File: config.mk
export PLATFORM = sky130hd
export DESIGN_NAME = prio_enc_dec_pipe
export DESIGN_NICKNAME = d
export VERILOG_FILES = /design/src/rtl/enco_deco_pkg.sv /design/src/rtl/prio_enc_dec_pipe_enc.sv /design/src/rtl/prio_enc_dec_pipe.sv
export SDC_FILE = /design/constraint.sdc
export NUM_CORES = 1
export LEC_CHECK = 0
export BUFFER_PORTS_ARGS = -buffer_cell sky130_fd_sc_hd__buf_4
export CORE_MARGIN = 3
export CORE_UTILIZATION = 30
export DETAILED_ROUTE_END_ITERATION = 12
export GPL_TIMING_DRIVEN = 0
export HOLD_SLACK_MARGIN = 0.08
export MAX_ROUTING_LAYER = met4
export PLACE_DENSITY = 0.6
export SLEW_MARGIN = 20
export SYNTH_ARGS = -nofsm -noshare
export SYNTH_HDL_FRONTEND = slang
export SYNTH_SLANG_ARGS = --single-unit
File: constraint.sdc
create_clock -name clk -period 5.7 [get_ports clk]
set_input_delay 1.14 -clock clk [delete_from_list [all_inputs] [get_ports clk]]
set_output_delay 1.14 -clock clk [all_outputs]
set_load 0.005 [all_outputs]
File: src/rtl/enco_deco_pkg.sv
// Shared types and helpers for the priority encoder/decoder pipeline.
package enco_deco_pkg;

  typedef enum logic {PRIO_LSB = 1'b0, PRIO_MSB = 1'b1} prio_mode_e;

  localparam int DEF_N = 8;
  localparam int MAX_N = 64;

  // Callers zero-extend narrower vectors to MAX_N, which preserves the multi-hot property.
  function automatic logic is_multi_hot(logic [MAX_N-1:0] v);
    return (v & (v - 64'd1)) != '0;
  endfunction

endpackage

File: src/rtl/prio_enc_dec_pipe_enc.sv
// Combinational N-input priority encoder with selectable winning end.
module prio_enc
  import enco_deco_pkg::*;
#(
  parameter  int N = DEF_N,
  localparam int W = $clog2(N)
) (
  input  logic [N-1:0] vec,
  input  prio_mode_e   mode,
  output logic [W-1:0] idx,
  output logic         none
);

  // The last matching iteration wins, so scan away from the preferred end.
  always_comb begin
    idx  = '0;
    none = (vec == '0);
    if (mode == PRIO_LSB) begin
      for (int i = N - 1; i >= 0; i--) begin
        if (vec[i]) idx = W'(i);
      end
    end else begin
      for (int i = 0; i < N; i++) begin
        if (vec[i]) idx = W'(i);
      end
    end
  end

endmodule

File: src/rtl/prio_enc_dec_pipe.sv
// Two-stage valid/ready pipeline: priority encode in stage 1, one-hot decode in stage 2.
module prio_enc_dec_pipe
  import enco_deco_pkg::*;
#(
  parameter  int N     = DEF_N,
  parameter  int CNT_W = 16,
  localparam int W     = $clog2(N)
) (
  input  logic             clk,
  input  logic             rst,
  input  logic             in_valid,
  output logic             in_ready,
  input  logic [N-1:0]     in_vec,
  input  logic             in_mode,
  output logic             out_valid,
  input  logic             out_ready,
  output logic [W-1:0]     out_idx,
  output logic [N-1:0]     out_onehot,
  output logic             out_none,
  output logic             out_multi,
  output logic [CNT_W-1:0] multi_cnt
);

  localparam logic [CNT_W-1:0] CNT_MAX = '1;

  logic             s1_valid_q, s1_valid_d;
  logic [W-1:0]     s1_idx_q, s1_idx_d;
  logic             s1_none_q, s1_none_d;
  logic             s1_multi_q, s1_multi_d;
  logic             s2_valid_q, s2_valid_d;
  logic [W-1:0]     s2_idx_q, s2_idx_d;
  logic [N-1:0]     s2_onehot_q, s2_onehot_d;
  logic             s2_none_q, s2_none_d;
  logic             s2_multi_q, s2_multi_d;
  logic [CNT_W-1:0] cnt_q, cnt_d;

  logic         s2_free, accept, s2_load, in_multi, enc_none;
  logic [W-1:0] enc_idx;

  prio_enc #(.N(N)) u_enc (
    .vec  (in_vec),
    .mode (prio_mode_e'(in_mode)),
    .idx  (enc_idx),
    .none (enc_none)
  );

  assign s2_free  = !s2_valid_q || out_ready;
  assign in_ready = !s1_valid_q || s2_free;
  assign accept   = in_valid && in_ready;
  assign s2_load  = s1_valid_q && s2_free;
  assign in_multi = is_multi_hot(MAX_N'(in_vec));

  always_comb begin
    s1_valid_d  = s1_valid_q;
    s1_idx_d    = s1_idx_q;
    s1_none_d   = s1_none_q;
    s1_multi_d  = s1_multi_q;
    s2_valid_d  = s2_valid_q;
    s2_idx_d    = s2_idx_q;
    s2_onehot_d = s2_onehot_q;
    s2_none_d   = s2_none_q;
    s2_multi_d  = s2_multi_q;
    cnt_d       = cnt_q;

    if (accept) begin
      s1_valid_d = 1'b1;
      s1_idx_d   = enc_idx;
      s1_none_d  = enc_none;
      s1_multi_d = in_multi;
    end else if (s2_load) begin
      s1_valid_d = 1'b0;
    end

    if (s2_load) begin
      s2_valid_d  = 1'b1;
      s2_idx_d    = s1_idx_q;
      s2_onehot_d = s1_none_q ? '0 : (N'(1) << s1_idx_q);
      s2_none_d   = s1_none_q;
      s2_multi_d  = s1_multi_q;
    end else if (out_ready) begin
      s2_valid_d = 1'b0;
    end

    if (accept && in_multi && (cnt_q != CNT_MAX)) cnt_d = cnt_q + CNT_W'(1);
  end

  always_ff @(posedge clk) begin
    if (rst) begin
      s1_valid_q  <= 1'b0;
      s1_idx_q    <= '0;
      s1_none_q   <= 1'b0;
      s1_multi_q  <= 1'b0;
      s2_valid_q  <= 1'b0;
      s2_idx_q    <= '0;
      s2_onehot_q <= '0;
      s2_none_q   <= 1'b0;
      s2_multi_q  <= 1'b0;
      cnt_q       <= '0;
    end else begin
      s1_valid_q  <= s1_valid_d;
      s1_idx_q    <= s1_idx_d;
      s1_none_q   <= s1_none_d;
      s1_multi_q  <= s1_multi_d;
      s2_valid_q  <= s2_valid_d;
      s2_idx_q    <= s2_idx_d;
      s2_onehot_q <= s2_onehot_d;
      s2_none_q   <= s2_none_d;
      s2_multi_q  <= s2_multi_d;
      cnt_q       <= cnt_d;
    end
  end

  assign out_valid  = s2_valid_q;
  assign out_idx    = s2_idx_q;
  assign out_onehot = s2_onehot_q;
  assign out_none   = s2_none_q;
  assign out_multi  = s2_multi_q;
  assign multi_cnt  = cnt_q;

endmodule

==> impl_metrics.prom <==
# TYPE chip_impl_metric gauge
chip_impl_metric{name="io_pins",unit=""} 44
chip_impl_metric{name="cts.htree.levels",unit=""} 2
chip_impl_metric{name="clock_latency",unit="ns"} 0.29
chip_impl_metric{name="fin_worst_skew",unit="ns"} 0.00873
chip_impl_info{name="critPathTopFamily",value="buffers and inverters"} 1
chip_impl_info{name="dominant_cell_type_by_count_on_the_critical_path",value="sky130_fd_sc_hd__buf_4"} 1
chip_impl_metric{name="floorplan.core_area",unit="µm²"} 5340
chip_impl_metric{name="wl_met1",unit="µm"} 2030
chip_impl_metric{name="power",unit="W"} 0.000552
chip_impl_info{name="synth-main-ff-cell",value="sky130_fd_sc_hd__dfxtp_1"} 1
chip_impl_metric{name="hold_violations_final",unit=""} 0
chip_impl_info{name="critical_path.startpoint_type",value="input pin"} 1
chip_impl_metric{name="synth_to_final_area_change",unit="%"} 30.6
chip_impl_metric{name="avgViaCountPerCell",unit=""} 4.99
chip_impl_metric{name="power_per_cell_area",unit="nW/µm²"} 246
chip_impl_metric{name="clock.fmax",unit="GHz"} 0.361
chip_impl_metric{name="met2_routed_wl",unit="µm"} 1840
chip_impl_info{name="highest-signal-layer",value="met4"} 1
chip_impl_metric{name="antenna_found_initial",unit=""} 0
chip_impl_metric{name="wirelength",unit="µm"} 4150
chip_impl_info{name="cts-root-buf",value="sky130_fd_sc_hd__clkbuf_8"} 1
chip_impl_metric{name="number_of_buffer_and_inverter_stages_on_the_critical_path",unit=""} 2
chip_impl_metric{name="die_width",unit="µm"} 81.7
chip_impl_info{name="worstSetupPathType",value="in -> out"} 1
chip_impl_metric{name="clock_sink_count",unit=""} 36
chip_impl_metric{name="globalRouteOverflowTotal",unit=""} 0
chip_impl_metric{name="drive_above_1_share",unit="%"} 21.9
chip_impl_info{name="hp-class",value="reg -> reg"} 1
chip_impl_metric{name="drtPass1Iterations",unit=""} 4
chip_impl_metric{name="static-leakage-power",unit="nW"} 0.900
chip_impl_metric{name="finalSetupViolCount",unit=""} 0
chip_impl_metric{name="critical_path_arrival",unit="ns"} 1.63
chip_impl_metric{name="routed-wl-met3",unit="µm"} 218
chip_impl_metric{name="timing.critical_path.fanout_max",unit=""} 4
chip_impl_metric{name="finalCritPeriodShare",unit="%"} 48.6
chip_impl_metric{name="cts_bufs_inserted",unit=""} 5
chip_impl_metric{name="standard_cell_row_count",unit=""} 26
chip_impl_metric{name="worst-endpoint-required",unit="ns"} 4.56
chip_impl_metric{name="hold_fix_buffers_at_cts",unit=""} 0
chip_impl_metric{name="synth-edff-count",unit=""} 0
chip_impl_metric{name="synth_fp_nets",unit=""} 228
chip_impl_metric{name="synth_area_per_cell",unit="µm²"} 8.03
chip_impl_metric{name="track_usage",unit="%"} 13.7
chip_impl_metric{name="die_y",unit="µm"} 81.7
chip_impl_metric{name="ir_worst_vdd",unit="mV"} 0.110
chip_impl_metric{name="grt_start_max_net_pins",unit=""} 14
chip_impl_metric{name="wl_per_cell",unit="µm"} 12.4
chip_impl_metric{name="die_area",unit="µm²"} 6670
chip_impl_metric{name="post-cts-setup-buffers",unit=""} 0
chip_impl_metric{name="grt_pass1_vias",unit=""} 1499
chip_impl_info{name="outcome",value="completed"} 1
chip_impl_metric{name="gate_count_after_technology_mapping",unit=""} 214
chip_impl_metric{name="gpl.final_weighted_congestion",unit=""} 0.819
chip_impl_info{name="crit_chain",value="buf_4 > nand3b_1 > buf_4"} 1
chip_impl_metric{name="drtIter0Drc",unit=""} 91
chip_impl_metric{name="detailed_place_hpwl",unit="µm"} 3050
chip_impl_metric{name="final_period_minus_worst_setup_slack",unit="ns"} 2.77
chip_impl_metric{name="maxCapViolCount",unit=""} 0
chip_impl_metric{name="num_antenna_cells",unit=""} 0
chip_impl_metric{name="synthArstFlopShare",unit="%"} 0
chip_impl_metric{name="first_pass_grt_wire_length",unit="µm"} 6940
chip_impl_metric{name="clk_path_buf_depth",unit=""} 2
chip_impl_metric{name="timing.final.ws_setup",unit="ns"} 2.93
chip_impl_info{name="tritoncts",value="built"} 1
chip_impl_info{name="worst_path_max_delay_cell",value="sky130_fd_sc_hd__nand3b_1"} 1
chip_impl_metric{name="maxSlewHeadroom",unit="%"} 66.1
chip_impl_metric{name="fraction_of_the_yosys_area_taken_by_sequential_cells",unit="%"} 41.9
chip_impl_metric{name="clock_input_transition_at_the_sequential_cells_of_the_worst_setup_and_hold_paths",unit="ns"} 0.08
chip_impl_metric{name="final-max-slew-violation-count",unit=""} 0
chip_impl_metric{name="synth-warning-count",unit=""} 0
chip_impl_metric{name="layout.nets",unit=""} 278
chip_impl_metric{name="finalSetupTns",unit="ns"} 0
chip_impl_metric{name="cts_repair_resize_count",unit=""} 0
chip_impl_metric{name="drt.antenna.violating_nets",unit=""} 0
chip_impl_metric{name="crit_path_max_incr_delay",unit="ns"} 0.20
chip_impl_metric{name="placement.setup.worst_slack",unit="ns"} 2.76
chip_impl_metric{name="drc_errors",unit=""} 0
chip_impl_metric{name="number_of_port_buffers",unit=""} 43
chip_impl_metric{name="dr_total_vias",unit=""} 1670
chip_impl_info{name="critical_path.endpoint_type",value="output pin"} 1
chip_impl_metric{name="worst-slew-pin-transition",unit="ns"} 0.509
chip_impl_metric{name="number_of_distinct_library_cells_after_synthesis",unit=""} 35
chip_impl_metric{name="ys_seq_elements",unit=""} 36
chip_impl_metric{name="synthesis.area",unit="µm²"} 1720
chip_impl_metric{name="initial_core_util",unit="%"} 32.2
chip_impl_info{name="rsz0062_at_grt",value="false"} 1
==> power breakdown <==
part | switching [W] | leakage [nW] | internal (W)
combinational | 0.0000309 | 0.553 | 0.0000265
clock | 0.0000986 | 0.0548 | 0.000132
sequential | 0.00000655 | 0.292 | 0.000258
total | 0.000136 | 0.900 | 0.000416
==> worst paths after layout <==
check                                                from                          to  slack (ns)  cells past startpoint
worst max-delay path                            out_ready                    in_ready        2.93                      3
worst min-delay path              s1_multi_q$_SDFFE_PP0P_     s1_multi_q$_SDFFE_PP0P_        0.50                      2
worst max register to register  multi_cnt[0]$_SDFFE_PP0P_  multi_cnt[15]$_SDFFE_PP0P_        3.56                      8
worst min register to register    s1_multi_q$_SDFFE_PP0P_     s1_multi_q$_SDFFE_PP0P_        0.50                      2
==> metal layers <==
metal	vias up	track usage, %
li1	868	-
met1	758	17.9
met2	38	20.1
met3	6	2.74
met4	0	6.98
met5	-	-
==> per-stage QoR <==
stage	cell area, µm²	utilization [%]	std cells	hold slack (ns)
finish	2240	42.1	335	0.498
global route	2240	42.1	335	0.528
CTS	2240	42.1	335	0.500
detailed placement	2130	39.9	327	0.485
global placement	2130	39.9	327	0.479
floorplan	1720	-	214	0.452
==> layout make-up <==
cell class / instances / area [µm²]
Buffer: 10 / 63.8
Clock buffer: 5 / 68.8
Clock inverter: 3 / 46.3
Fill cell: 579 / 3090
Inverter: 8 / 30.0
Multi-Input combinational cell: 160 / 905
Sequential cell: 36 / 721
Tap cell: 70 / 87.6
Timing Repair Buffer: 43 / 323
==> registers in the layout, indices dropped and copies added, names as in the netlist <==
signal and cells:
multi_cnt 16, out_idx 3, out_multi 1, out_none 1
out_onehot 8, out_valid 1, s1_idx_q 3, s1_multi_q 1
s1_none_q 1, s1_valid_q 1
==> synth_stat cells (all sizes together), types with 2 or more instances <==
cell type,instances,area [µm²]
nor4,6,43.8
nand2,17,63.8
buf,3,37.5
o21bai,2,15.0
a21oi,28,140
or3,6,37.5
o21ai,12,63.8
nand2b,3,18.8
clkbuf,7,26.3
nand3,5,25.0
mux2i,6,60.1
dfxtp,36,721
or4,11,82.6
nor2b,4,25.0
nand4,4,25.0
inv,8,30.0
nor3,7,35.0
maj3,2,21.3
nor2,32,120
o31ai,5,37.5
==> worst min-delay path, cell delays in order, from the launching register on <==
cell,delay (ns)
sky130_fd_sc_hd__dfxtp_1,0.32
sky130_fd_sc_hd__nor2_1,0.10
sky130_fd_sc_hd__nor3_1,0.05
==> logic make-up (layout without fill, tap and decap cells) <==
| group | count (synthesis) | in the layout | share of synthesized area, % |
|---|---|---|---|
| fa+ha+maj | 3 | 3 | 1.96 |
| mux | 7 | 7 | 4.37 |
| flops | 36 | 36 | 41.9 |
| compound gates | 51 | 51 | 16.8 |
| simple gates | 98 | 98 | 29.0 |
| xor+xnor | 1 | 1 | 0.510 |
| buf+inv | 18 | 69 | 5.46 |
==> cell usage in the layout (no fill, tap or decap), types with 6 or more instances in the layout <==
| master | netlist | routed |
|---|---|---|
| sky130_fd_sc_hd__buf_4 | 0 | 43 |
| sky130_fd_sc_hd__or4_1 | 11 | 11 |
| sky130_fd_sc_hd__dfxtp_1 | 36 | 36 |
| sky130_fd_sc_hd__or3_1 | 6 | 6 |
| sky130_fd_sc_hd__nor3_1 | 7 | 7 |
| sky130_fd_sc_hd__a21oi_1 | 28 | 28 |
| sky130_fd_sc_hd__inv_1 | 8 | 8 |
| sky130_fd_sc_hd__clkbuf_1 | 7 | 7 |
| sky130_fd_sc_hd__o21ai_0 | 8 | 8 |
| sky130_fd_sc_hd__mux2i_1 | 6 | 6 |
| sky130_fd_sc_hd__nor2_1 | 32 | 32 |
| sky130_fd_sc_hd__nand2_1 | 17 | 17 |
Power figures use the tool's default switching activity.
